**config.mk**
```make
export PLATFORM = sky130hd
export DESIGN_NAME = calc_btn_sequencer_flat
export DESIGN_NICKNAME = d
export VERILOG_FILES = /design/src/rtl/calc_ctrl_pkg.sv /design/src/rtl/calc_btn_sequencer_if.sv /design/src/rtl/btn_prio_enc.sv /design/src/rtl/calc_btn_sequencer.sv /design/src/flat_wrapper.sv
export SDC_FILE = /design/constraint.sdc
export NUM_CORES = 1
export LEC_CHECK = 0
export ABC_AREA = 1
export BUFFER_PORTS_ARGS = -buffer_cell sky130_fd_sc_hd__buf_2
export CAP_MARGIN = 20
export CORE_MARGIN = 2
export CORE_UTILIZATION = 30
export CTS_BUF_LIST = sky130_fd_sc_hd__clkbuf_4 sky130_fd_sc_hd__clkbuf_8
export DETAILED_ROUTE_END_ITERATION = 12
export PLACE_DENSITY = 0.58
export SYNTH_ARGS = -nofsm -noshare
export SYNTH_HDL_FRONTEND = slang
export SYNTH_HIERARCHICAL = 1
export SYNTH_SLANG_ARGS = --single-unit
```
**constraint.sdc**
```tcl
create_clock -name CLOCK -period 3.2 [get_ports CLOCK]
set_input_delay 0.64 -clock CLOCK [delete_from_list [all_inputs] [get_ports CLOCK]]
set_output_delay 0.64 -clock CLOCK [all_outputs]
set_load 0.01 [all_outputs]
```
**src/rtl/calc_ctrl_pkg.sv**
```systemverilog
// Shared types and constants for the simple-calc button front end.
package calc_ctrl_pkg;

  typedef enum logic [1:0] {
    RPT_IDLE,
    RPT_DELAY,
    RPT_RUN
  } rpt_state_t;

  localparam int unsigned BTN_CENTER = 0;
  localparam int unsigned BTN_UP     = 1;
  localparam int unsigned BTN_DOWN   = 2;
  localparam int unsigned BTN_LEFT   = 3;
  localparam int unsigned BTN_RIGHT  = 4;

  localparam int unsigned NUM_BTN_DEFAULT  = 5;
  localparam logic [4:0]  RPT_MASK_DEFAULT = 5'b00110;

endpackage

```
**src/rtl/calc_btn_sequencer_if.sv**
```systemverilog
// Command handshake between the button sequencer and the calculator control FSM.
interface calc_btn_sequencer_if #(
  parameter int unsigned NUM_BTN = 5
);
  localparam int unsigned IdW = (NUM_BTN > 1) ? $clog2(NUM_BTN) : 1;

  logic           CMD_VALID;
  logic [IdW-1:0] CMD_ID;
  logic           CMD_REPEAT;
  logic           CMD_READY;
  logic           CMD_DROP;

  modport master (
    output CMD_VALID,
    output CMD_ID,
    output CMD_REPEAT,
    output CMD_DROP,
    input  CMD_READY
  );

  modport slave (
    input  CMD_VALID,
    input  CMD_ID,
    input  CMD_REPEAT,
    input  CMD_DROP,
    output CMD_READY
  );
endinterface

```
**src/rtl/btn_prio_enc.sv**
```systemverilog
// Fixed-priority encoder: lowest set index wins, plus an any-set flag.
module btn_prio_enc #(
  parameter int unsigned N   = 5,
  parameter int unsigned IdW = (N > 1) ? $clog2(N) : 1
) (
  input  logic [N-1:0]   i_req,
  output logic [IdW-1:0] o_idx,
  output logic           o_any
);

  // Descending scan so the last hit (lowest index) takes effect.
  always_comb begin
    o_idx = '0;
    o_any = 1'b0;
    for (int i = int'(N) - 1; i >= 0; i--) begin
      if (i_req[i]) begin
        o_idx = IdW'(i);
        o_any = 1'b1;
      end
    end
  end

endmodule

```
**src/rtl/calc_btn_sequencer.sv**
```systemverilog
// Converts debounced button levels into prioritised press / auto-repeat commands
// delivered over a valid/ready handshake.
module calc_btn_sequencer
  import calc_ctrl_pkg::*;
#(
  parameter int unsigned        NUM_BTN      = NUM_BTN_DEFAULT,
  parameter int unsigned        REPEAT_DELAY = 500,
  parameter int unsigned        REPEAT_RATE  = 100,
  parameter logic [NUM_BTN-1:0] RPT_MASK     = RPT_MASK_DEFAULT
) (
  input  logic                 CLOCK,
  input  logic                 CPU_RESET,
  input  logic [NUM_BTN-1:0]   BTN_LVL,
  calc_btn_sequencer_if.master io_cmd
);

  localparam int unsigned IdW    = (NUM_BTN > 1) ? $clog2(NUM_BTN) : 1;
  localparam int unsigned CntMax = (REPEAT_DELAY > REPEAT_RATE) ? REPEAT_DELAY : REPEAT_RATE;
  localparam int unsigned CntW   = $clog2(CntMax + 1);

  logic [NUM_BTN-1:0] r_prev, r_pend, w_pend_nxt, w_rise, w_req;
  logic               r_valid, w_valid_nxt;
  logic [IdW-1:0]     r_id, w_id_nxt;
  logic               r_repeat, w_repeat_nxt;
  logic               r_drop, w_drop_nxt;
  rpt_state_t         r_state, w_state_nxt;
  logic [IdW-1:0]     r_owner, w_owner_nxt;
  logic [CntW-1:0]    r_cnt, w_cnt_nxt, w_term;
  logic               r_rpt_pend, w_rpt_pend_nxt;
  logic [IdW-1:0]     w_idx;
  logic               w_any, w_free, w_load_orig, w_load_rpt;

  assign w_rise      = BTN_LVL & ~r_prev;
  assign w_req       = r_pend | w_rise;
  assign w_free      = ~r_valid | io_cmd.CMD_READY;
  assign w_load_orig = w_free & w_any;
  assign w_load_rpt  = w_free & ~w_any & r_rpt_pend;
  assign w_drop_nxt  = |(w_rise & r_pend);

  btn_prio_enc #(
    .N  (NUM_BTN),
    .IdW(IdW)
  ) u_prio (
    .i_req(w_req),
    .o_idx(w_idx),
    .o_any(w_any)
  );

  always_comb begin
    w_pend_nxt   = w_req;
    w_valid_nxt  = r_valid;
    w_id_nxt     = r_id;
    w_repeat_nxt = r_repeat;
    if (w_load_orig) begin
      w_valid_nxt  = 1'b1;
      w_id_nxt     = w_idx;
      w_repeat_nxt = 1'b0;
      w_pend_nxt   = w_req & ~(NUM_BTN'(1) << w_idx);
    end else if (w_load_rpt) begin
      w_valid_nxt  = 1'b1;
      w_id_nxt     = r_owner;
      w_repeat_nxt = 1'b1;
    end else if (w_free) begin
      w_valid_nxt  = 1'b0;
    end
  end

  assign w_term = (r_state == RPT_DELAY) ? CntW'(REPEAT_DELAY - 1) : CntW'(REPEAT_RATE - 1);

  // Repeat FSM: release beats terminal count; a new repeat-enabled press steals ownership.
  always_comb begin
    w_state_nxt    = r_state;
    w_owner_nxt    = r_owner;
    w_cnt_nxt      = r_cnt;
    w_rpt_pend_nxt = r_rpt_pend & ~w_load_rpt;
    unique case (r_state)
      RPT_DELAY, RPT_RUN: begin
        if (!BTN_LVL[r_owner]) begin
          w_state_nxt    = RPT_IDLE;
          w_cnt_nxt      = '0;
          w_rpt_pend_nxt = 1'b0;
        end else if (r_cnt == w_term) begin
          w_state_nxt    = RPT_RUN;
          w_cnt_nxt      = '0;
          w_rpt_pend_nxt = 1'b1;
        end else begin
          w_cnt_nxt      = r_cnt + 1'b1;
        end
      end
      default: ;
    endcase
    if (w_load_orig && RPT_MASK[w_idx]) begin
      w_state_nxt    = RPT_DELAY;
      w_owner_nxt    = w_idx;
      w_cnt_nxt      = '0;
      w_rpt_pend_nxt = 1'b0;
    end
  end

  always_ff @(posedge CLOCK or posedge CPU_RESET) begin
    if (CPU_RESET) begin
      r_prev     <= '0;
      r_pend     <= '0;
      r_valid    <= 1'b0;
      r_id       <= '0;
      r_repeat   <= 1'b0;
      r_drop     <= 1'b0;
      r_state    <= RPT_IDLE;
      r_owner    <= '0;
      r_cnt      <= '0;
      r_rpt_pend <= 1'b0;
    end else begin
      r_prev     <= BTN_LVL;
      r_pend     <= w_pend_nxt;
      r_valid    <= w_valid_nxt;
      r_id       <= w_id_nxt;
      r_repeat   <= w_repeat_nxt;
      r_drop     <= w_drop_nxt;
      r_state    <= w_state_nxt;
      r_owner    <= w_owner_nxt;
      r_cnt      <= w_cnt_nxt;
      r_rpt_pend <= w_rpt_pend_nxt;
    end
  end

  assign io_cmd.CMD_VALID  = r_valid;
  assign io_cmd.CMD_ID     = r_id;
  assign io_cmd.CMD_REPEAT = r_repeat;
  assign io_cmd.CMD_DROP   = r_drop;

endmodule
```
**src/flat_wrapper.sv**
```systemverilog
// flat-port wrapper written by rule: the top's interface ports become plain ports
module calc_btn_sequencer_flat import calc_ctrl_pkg::*;
#(
  parameter int unsigned        NUM_BTN      = NUM_BTN_DEFAULT,
  parameter int unsigned        REPEAT_DELAY = 500,
  parameter int unsigned        REPEAT_RATE  = 100,
  parameter logic [NUM_BTN-1:0] RPT_MASK     = RPT_MASK_DEFAULT
)
  (CLOCK, CPU_RESET, BTN_LVL, io_cmd_CMD_VALID, io_cmd_CMD_ID, io_cmd_CMD_REPEAT, io_cmd_CMD_DROP, io_cmd_CMD_READY);
  calc_btn_sequencer_if #(.NUM_BTN(NUM_BTN)) io_cmd_i ();
  input  logic CLOCK;
  input  logic CPU_RESET;
  input  logic [NUM_BTN-1:0] BTN_LVL;
  output wire logic [$bits(io_cmd_i.CMD_VALID)-1:0] io_cmd_CMD_VALID;
  output wire logic [$bits(io_cmd_i.CMD_ID)-1:0] io_cmd_CMD_ID;
  output wire logic [$bits(io_cmd_i.CMD_REPEAT)-1:0] io_cmd_CMD_REPEAT;
  output wire logic [$bits(io_cmd_i.CMD_DROP)-1:0] io_cmd_CMD_DROP;
  input wire logic [$bits(io_cmd_i.CMD_READY)-1:0] io_cmd_CMD_READY;
  assign io_cmd_CMD_VALID = io_cmd_i.CMD_VALID;
  assign io_cmd_CMD_ID = io_cmd_i.CMD_ID;
  assign io_cmd_CMD_REPEAT = io_cmd_i.CMD_REPEAT;
  assign io_cmd_CMD_DROP = io_cmd_i.CMD_DROP;
  assign io_cmd_i.CMD_READY = io_cmd_CMD_READY;
  calc_btn_sequencer #(.NUM_BTN(NUM_BTN), .REPEAT_DELAY(REPEAT_DELAY), .REPEAT_RATE(REPEAT_RATE), .RPT_MASK(RPT_MASK)) u_core (.CLOCK(CLOCK), .CPU_RESET(CPU_RESET), .BTN_LVL(BTN_LVL), .io_cmd(io_cmd_i));
endmodule
```
==> key figures, run 1 <==
Worst setup path
  – Reg2reg start: u_core/r_prev[0]
  – Crit path arrival time: 2.69 ns
  – RR Endpoint: u_core/r_cnt[8]
  – Critical-path maximum fanout: 7
  – Startpoint Class: input port
  – R2r setup slk: 0.80 ns
  – Worst R2R Path Depth: 17
  – Critical Path Sink Type: flip-flop
  – CP Depth: 17
  – WP buf/inv: 7
  – Crit path cell chain: buf_2, a21oi_1, inv_1, nor2_2, inv_1, nor2_1, inv_1, ha_1, inv_1, nor2_4, nand3_4, nand2_1, inv_1, nand3_1, nand2_1, inv_2, nor2_1
  – CP top delay family: simple AND/OR/NAND/NOR gates
  – Crit path required time: between 3 and 4 ns
  – CP max stage delay: 0.29 ns
  – Slowest CP cell: ha_1
  – Critical path class: input port to flip-flop
  – Top cell by count, worst path: inv_1

Final layout
  – Filler instances: 571
  – Most common cell after layout, fill and taps aside: nand2_1
  – Commonest cells after routing, fill and taps aside: nand2_1 (50), inv_1 (38), dfrtp_1 (31), nor2_1 (17), buf_2 (13)
  – Share of cells above drive strength 1: 15.18%
  – FF+latch area: between 700 and 800 um2
  – Area of the multi-input gates: a little under 700 um2
  – Synth-to-Final Area Change: 16.34%
  – Layout Nets: between 200 and 250
  – # diodes: 0

CTS
  – CTS tree: yes
  – Number of buffers added for setup after CTS: 0
  – Clock sink count: 31
  – Clock H-tree levels: 2
  – TritonCTS Buffers: 5
  – CTS resizes: 0
  – Clk Latency, worst-skew pair: 0.28 ns
  – CTS root buf: clkbuf_8
  – Clock slew at reported path FFs: around 0.07 ns
  – # hold bufs at CTS: 0
  – Max clock buf depth: 2

Detailed routing
  – Final wirelength: 3.068 mm
  – First-pass DRT Iterations: 4
  – Vias per Instance: 4.228
  – Met3 routed WL: roughly 96 um
  – Wire length on met1: 1.669 mm
  – Met2 WL: approximately 1.2 mm
  – Final antenna-violating net count: 0
  – Top layer in use: met4
  – Initial DRC Count: 88
  – Via count: 1243
  – Drt wl/cell: 10.44 um
  – Detailed-route DRC error count: 0

GRT
  – GRT Util Overall: 11.91%
  – Vias in the first global route: between 1000 and 1500
  – First-pass GRT wire length: ~5.7 mm
  – Pin count of the biggest net entering global routing: 32
  – Antenna violations before repair: 0
  – Grt total ovfl: 0

Logic synthesis
  – Sequential area share after synthesis: between 40% and 50%
  – Synth Net Count: 216
  – Adder-Cell Fraction of Synth Area: 4.648%
  – FF+latch count, synth: 31
  – Post-synthesis compound-gate area fraction: 8.598%
  – XOR/XNOR Fraction of Synth Area: 2.169%
  – Post-synthesis simple-gate area fraction: 27.11%
  – Main combinational cell family by area after synthesis: simple AND/OR/NAND/NOR gates
  – Mapped Cells: 202
  – Synth cell types: 24
  – Proportion of synthesized area in mux cells: 0%
  – Synth warnings: 6
  – Syn avg cell area: 7.997 um2
  – Cell area after synthesis: 1615 um2

Die
  – Die area: 5987 um2
  – Die Y: a little under 80 um
  – Core area: 5140 um2
  – Starting Density: a little under a third
  – Num rows: 26
  – Die width: 77.38 um
  – I/O Pins: 14

Hold path
  – Class of the worst hold path: input port to async pin

Run status
  – Status: complete, no violations

Timing
  – Post-route minimum period: 2.525 ns
  – Max Fclk: 0.3961 GHz
  – Final setup vio count: 0
  – Slew HR: 73.30%
  – Clk_skew: ~0.0086 ns
  – Final Max Slew Viols: 0
  – Setup_tns: 0 ns
  – Final Cycle Share: around 79%
  – Setup WS post-layout: 0.6755 ns
  – Final hold violations: 0
  – Slew @ Worst Pin: 0.4005 ns
  – RSZ-0062 raised after global routing: no

Power and ir drop
  – Maximum vdd drop: 0.1968 mV
  – Power density cells: 691.8 nW/um2
  – Leakage power: 0.0009451 uW

Place
  – GP Congestion: between 0.8 and 0.9
  – DP Worst Slack: 0.3710 ns
  – Port buffer count: 13
  – DPL Wire Length: 2.263 mm

Flow run
  – Max-Cap Viols: 0
-- worst max-delay path by stage --
stage | from | endpoint | slack (ns)
after floorplan | BTN_LVL[0] | u_core/r_cnt[5] | 0.84
after global placement | BTN_LVL[0] | u_core/r_cnt[2] | 0.38
after detailed placement | BTN_LVL[0] | u_core/r_cnt[6] | 0.37
after CTS | BTN_LVL[0] | u_core/r_cnt[7] | 0.66
after global routing | BTN_LVL[0] | u_core/r_cnt[7] | 0.41
final | BTN_LVL[0] | u_core/r_cnt[8] | 0.68
-- per-layer routing --
metal	vias to the layer above	global-route usage, %
li1	674	-
met1	548	16.75
met2	16	16.87
met3	5	3.488
met4	0	5.357
met5	-	0
-- flip-flops by register name, summed over array words and instances, names as in the netlist --
| name | cells |
|---|---|
| u_core/io_cmd.CMD_DROP | 1 |
| u_core/r_rpt_pend | 1 |
| u_core/r_pend | 5 |
| u_core/r_owner | 3 |
| u_core/r_cnt | 9 |
| u_core/r_state | 2 |
| u_core/io_cmd.CMD_REPEAT | 1 |
| u_core/io_cmd.CMD_ID | 3 |
| u_core/io_cmd.CMD_VALID | 1 |
| u_core/r_prev | 5 |
-- power breakdown --
| part | internal (uW) | switching, uW |
|---|---|---|
| Clock | 195 | 149 |
| Sequential | 461 | 46.0 |
| Combinational | 152 | 297 |
-- kinds of logic (layout without fill, tap and decap cells) --
logic type	after synthesis	after routing
and+or+nand+nor	95	95
buffers and inverters	40	62
DFF	31	31
AOI/OAI and AO/OA	26	26
adders and majority gates	6	6
xor gates and xnor gates	4	4
-- area by class of cell --
cell class                      count  area share (%)
Timing Repair Buffer               14           3.862
Clock inverter                      1          0.3995
Sequential cell                    31           41.28
Inverter                           40           8.122
Clock buffer                        7           5.127
Tap cell                           70           4.660
Multi-Input combinational cell    131           36.55
-- worst min-delay path, cell delays in order --
cell   delay, ns
buf_2       0.09
inv_1       0.04
buf_4       0.35
-- cell usage after synthesis --
cell       n  area (um2)
nand3_1   11       55.05
nand2_1   50       187.7
o21ai_0   11       55.05
ha_1       6       75.07
a31o_2     1       8.760
nor2_2     3       18.77
nor2_1    17       63.81
nor2_4     1       11.26
xor2_1     4       35.03
inv_2      1       3.750
nand2_2    2       12.51
a21oi_1    9       45.04
a31oi_1    4       25.02
nor3_1     2       10.01
or2_0      1       6.260
o21ai_1    1       5.000
nor3_2     1       10.01
nand3b_1   2       15.01
inv_4      1       6.260
nand2_4    1       11.26
nand4_1    3       18.77
inv_1     38       142.6
nand3_4    1       17.52
dfrtp_1   31       775.7
-- metrics by stage --
stage | area, um2 | std cells | total power [uW] | util (%) | hold slack, ns
floorplan | 1615 | 202 | 858.7 | - | 0.4483
global placement | 1775 | 286 | 964.4 | 34.54 | 0.4637
detailed placement | 1775 | 286 | 971.5 | 34.54 | 0.4730
CTS | 1879 | 294 | 1323 | 36.56 | 0.4387
global route | 1879 | 294 | 1421 | 36.56 | 0.4744
finish | 1879 | 294 | 1300 | 36.56 | 0.4295
No activity file was read; power rests on OpenSTA's default activity.
==> inputs of run 2 (changes only) <==
clock period = 2.5 ns   (was 3.2 ns; I/O delays follow)
==> run 2 against run 1 <==
Non-clock buffer count up 4; worst hold slack lost 0.14 ns; global-route usage rose by 0.060 points; largest cell class unchanged; highest routed layer unchanged.
==> key figures, run 2 (same netlist as run 1, synthesis figures left out) <==
Run status
  – Status: complete, no violations

Power and ir drop
  – Share of power burned in registers: 37.9% (-1.1 points)
  – Switching Fraction: 37.10% (-0.72 points)
  – Power density cells: 896.6 nW/um2 (+30%)
  – Maximum vdd drop: 0.2871 mV (+46%)
  – Leakage power: 0.0009689 uW (+2.5%)
  – Clock power share: 25.7% (-0.8 points)
  – Psw: 638.4 uW (+30%)
  – Comb pwr share: 36.4% (+1.9 points)
  – Pwr Total: 1721 uW (+32%)
  – Int Pwr: 1082 uW (+34%)

Timing
  – Setup WS post-layout: 0.3375 ns (-0.3380 ns)
  – Final hold violations: 0 (unchanged)
  – Clk_skew: 0.002649 ns (-0.005908 ns)
  – Post-route minimum period: 2.163 ns
  – RSZ-0062 raised after global routing: no
  – Slew @ Worst Pin: 0.3859 ns (-0.01462 ns)
  – Final setup vio count: 0 (unchanged)
  – Max Fclk: 0.4624 GHz
  – Hold_ws: 0.2851 ns (-0.1444 ns)
  – Slew HR: 74.27% (+0.97 points)
  – Final Max Slew Viols: 0 (unchanged)
  – Final Cycle Share: between 80 and 90%

GRT
  – GRT Util Overall: 11.97% (+0.060 points)
  – First-pass GRT wire length: 5.727 mm (+0.86%)
  – Vias in the first global route: 1262 (-1.5%)
  – Pin count of the biggest net entering global routing: 32 (unchanged)
  – Grt total ovfl: 0 (unchanged)
  – Antenna violations before repair: 0 (unchanged)

Place
  – Port buffer count: 13 (unchanged)
  – GP Congestion: 0.7906 (-1.7%)
  – DP Worst Slack: -0.008972 ns (-0.3799 ns)
  – DPL Wire Length: 2.281 mm (+0.78%)

Final layout
  – Commonest cells after routing, fill and taps aside: nand2_1 (50), inv_1 (38), dfrtp_1 (31), nor2_1 (16), buf_2 (13)
  – # diodes: 0 (unchanged)
  – FF+latch area: 775.7 um2 (unchanged)
  – Biggest register: u_core/r_cnt
  – Filler instances: 580 (+1.6%)
  – Layout Nets: 241 (+1.7%)
  – Most common cell after layout, fill and taps aside: nand2_1
  – Synth-to-Final Area Change: 18.82%
  – Biggest regs: u_core/r_cnt: 9 flops, u_core/r_pend: 5 flops, u_core/r_prev: 5 flops
  – Area of the multi-input gates: 696.9 um2 (+1.5%)
  – Share of cells above drive strength 1: 17.98% (+2.8 points)
  – Max reg flops: 9 (unchanged)

Detailed routing
  – Vias per Instance: 4.305 (+1.8%)
  – Final wirelength: 3.122 mm (+1.8%)
  – Detailed-route DRC error count: 0 (unchanged)
  – Via count: 1283 (+3.2%)
  – Final antenna-violating net count: 0 (unchanged)
  – First-pass DRT Iterations: 4 (unchanged)
  – Initial DRC Count: 54 (-39%)
  – Drt wl/cell: 10.48 um (+0.39%)

Hold path
  – Class of the worst hold path: input port to async pin

Flow run
  – Max-Cap Viols: 0 (unchanged)

CTS
  – CTS root buf: clkbuf_8
  – CTS tree: yes
  – Max clock buf depth: 2 (unchanged)
  – Clock sink count: 31 (unchanged)
  – Clk Latency, worst-skew pair: 0.28 ns (about the same)
  – Clock H-tree levels: 2 (unchanged)
  – Clock slew at reported path FFs: 0.06 ns (about the same)
  – TritonCTS Buffers: 5 (unchanged)

Die
  – Core area: 5140 um2 (unchanged)
  – Die width: 77.38 um (unchanged)
  – I/O Pins: 14 (unchanged)
  – Die Y: 77.38 um (unchanged)
  – Num rows: 26 (unchanged)
  – Die area: 5987 um2 (unchanged)
  – Starting Density: 31.43% (unchanged)

Worst setup path
  – Crit path cell chain: a21oi_1, inv_1, inv_1, nand2_1, a21oi_1, inv_1, ha_1, inv_1, nor2_4, nand3_4, nand2_4, inv_4, or2_0, o21ai_1
  – Reg2reg start: u_core/r_pend[2]
  – Critical path class: flip-flop to flip-flop
  – R2r setup slk: 0.34 ns (-0.46 ns)
  – RR Endpoint: u_core/r_cnt[0]
  – Startpoint Class: flip-flop
  – WP buf/inv: 5 (-2)
  – CP max stage delay: 0.37 ns (+0.08 ns)
  – Slowest CP cell: dfrtp_1
  – CP top delay family: simple AND/OR/NAND/NOR gates
  – Worst R2R Path Depth: 14 (-3)
  – Crit path required time: 2.70 ns (-0.67 ns)
  – Top cell by count, worst path: inv_1
  – Critical-path maximum fanout: 10 (+3)
  – Critical Path Sink Type: flip-flop
  – Crit path arrival time: 2.36 ns (-0.33 ns)
==> run 2: worst register-to-register path: cells and delay by family (launching register included) <==
kind	cells	cell delay, ns
adder cells (fa/ha/maj)	1	0.28
AO/OA/AOI/OAI	3	0.47
flip-flops	1	0.37
AND/OR/NAND/NOR	5	0.60
buffers and inverters	5	0.35
==> run 2: timing repair <==
item / CTS / global route
setup endpoints to repair: 0 / 8
hold buffers: 0 / 0
resized for setup: 0 / 3
setup buffers: 0 / 0
==> run 2: power groups by stage <==
stage	Combinational (uW)	Sequential (uW)	Clock (uW)
after CTS	629	649	460
final	626	652	443
after global routing	731	665	484
after detailed placement	628	656	0
after global placement	625	656	0
after floorplan	444	655	0
==> run 2: final cells by class <==
cell class | instances | area share [%]
clock buffer | 8 | 5.411
inverter | 40 | 7.953
sequential | 31 | 40.42
multi-input combinational | 131 | 36.31
timing repair buffer | 18 | 5.345
tap | 70 | 4.563
==> run 2: routing by layer <==
layer  vias to the layer above  global-route usage [%]  wire length, um  share of wire (%)
met1                       583                   16.03             1628                 52
li1                        681                       -                -                  -
met2                        14                   18.35             1356                 43
met4                         0                   5.357               48                1.5
met5                         -                       0                0                  0
met3                         5                   2.907               88                2.8
==> run 2: worst max path at each step <==
stage,startpoint,to,slack (ns),depth (start not counted)
2_1_floorplan,BTN_LVL[0],u_core/r_cnt[5],0.28,16
3_3_place_gp,BTN_LVL[0],u_core/r_cnt[0],0.02,15
3_5_place_dp,BTN_LVL[0],u_core/r_cnt[7],-0.009,17
4_1_cts,u_core/r_pend[0],u_core/r_cnt[0],0.27,14
5_1_grt,u_core/r_prev[0],u_core/r_cnt[3],0.004,17
6_report,u_core/r_pend[2],u_core/r_cnt[0],0.34,14
==> run 2: metrics by stage <==
step	cells	TNS, ns	cell area [um2]	utilization [%]
after floorplan	202	0	1615	-
after global placement	290	0	1805	35.13
after detailed placement	290	-0.02935	1805	35.13
after CTS	298	0	1909	37.15
after global routing	298	0	1919	37.34
final	298	0	1919	37.34
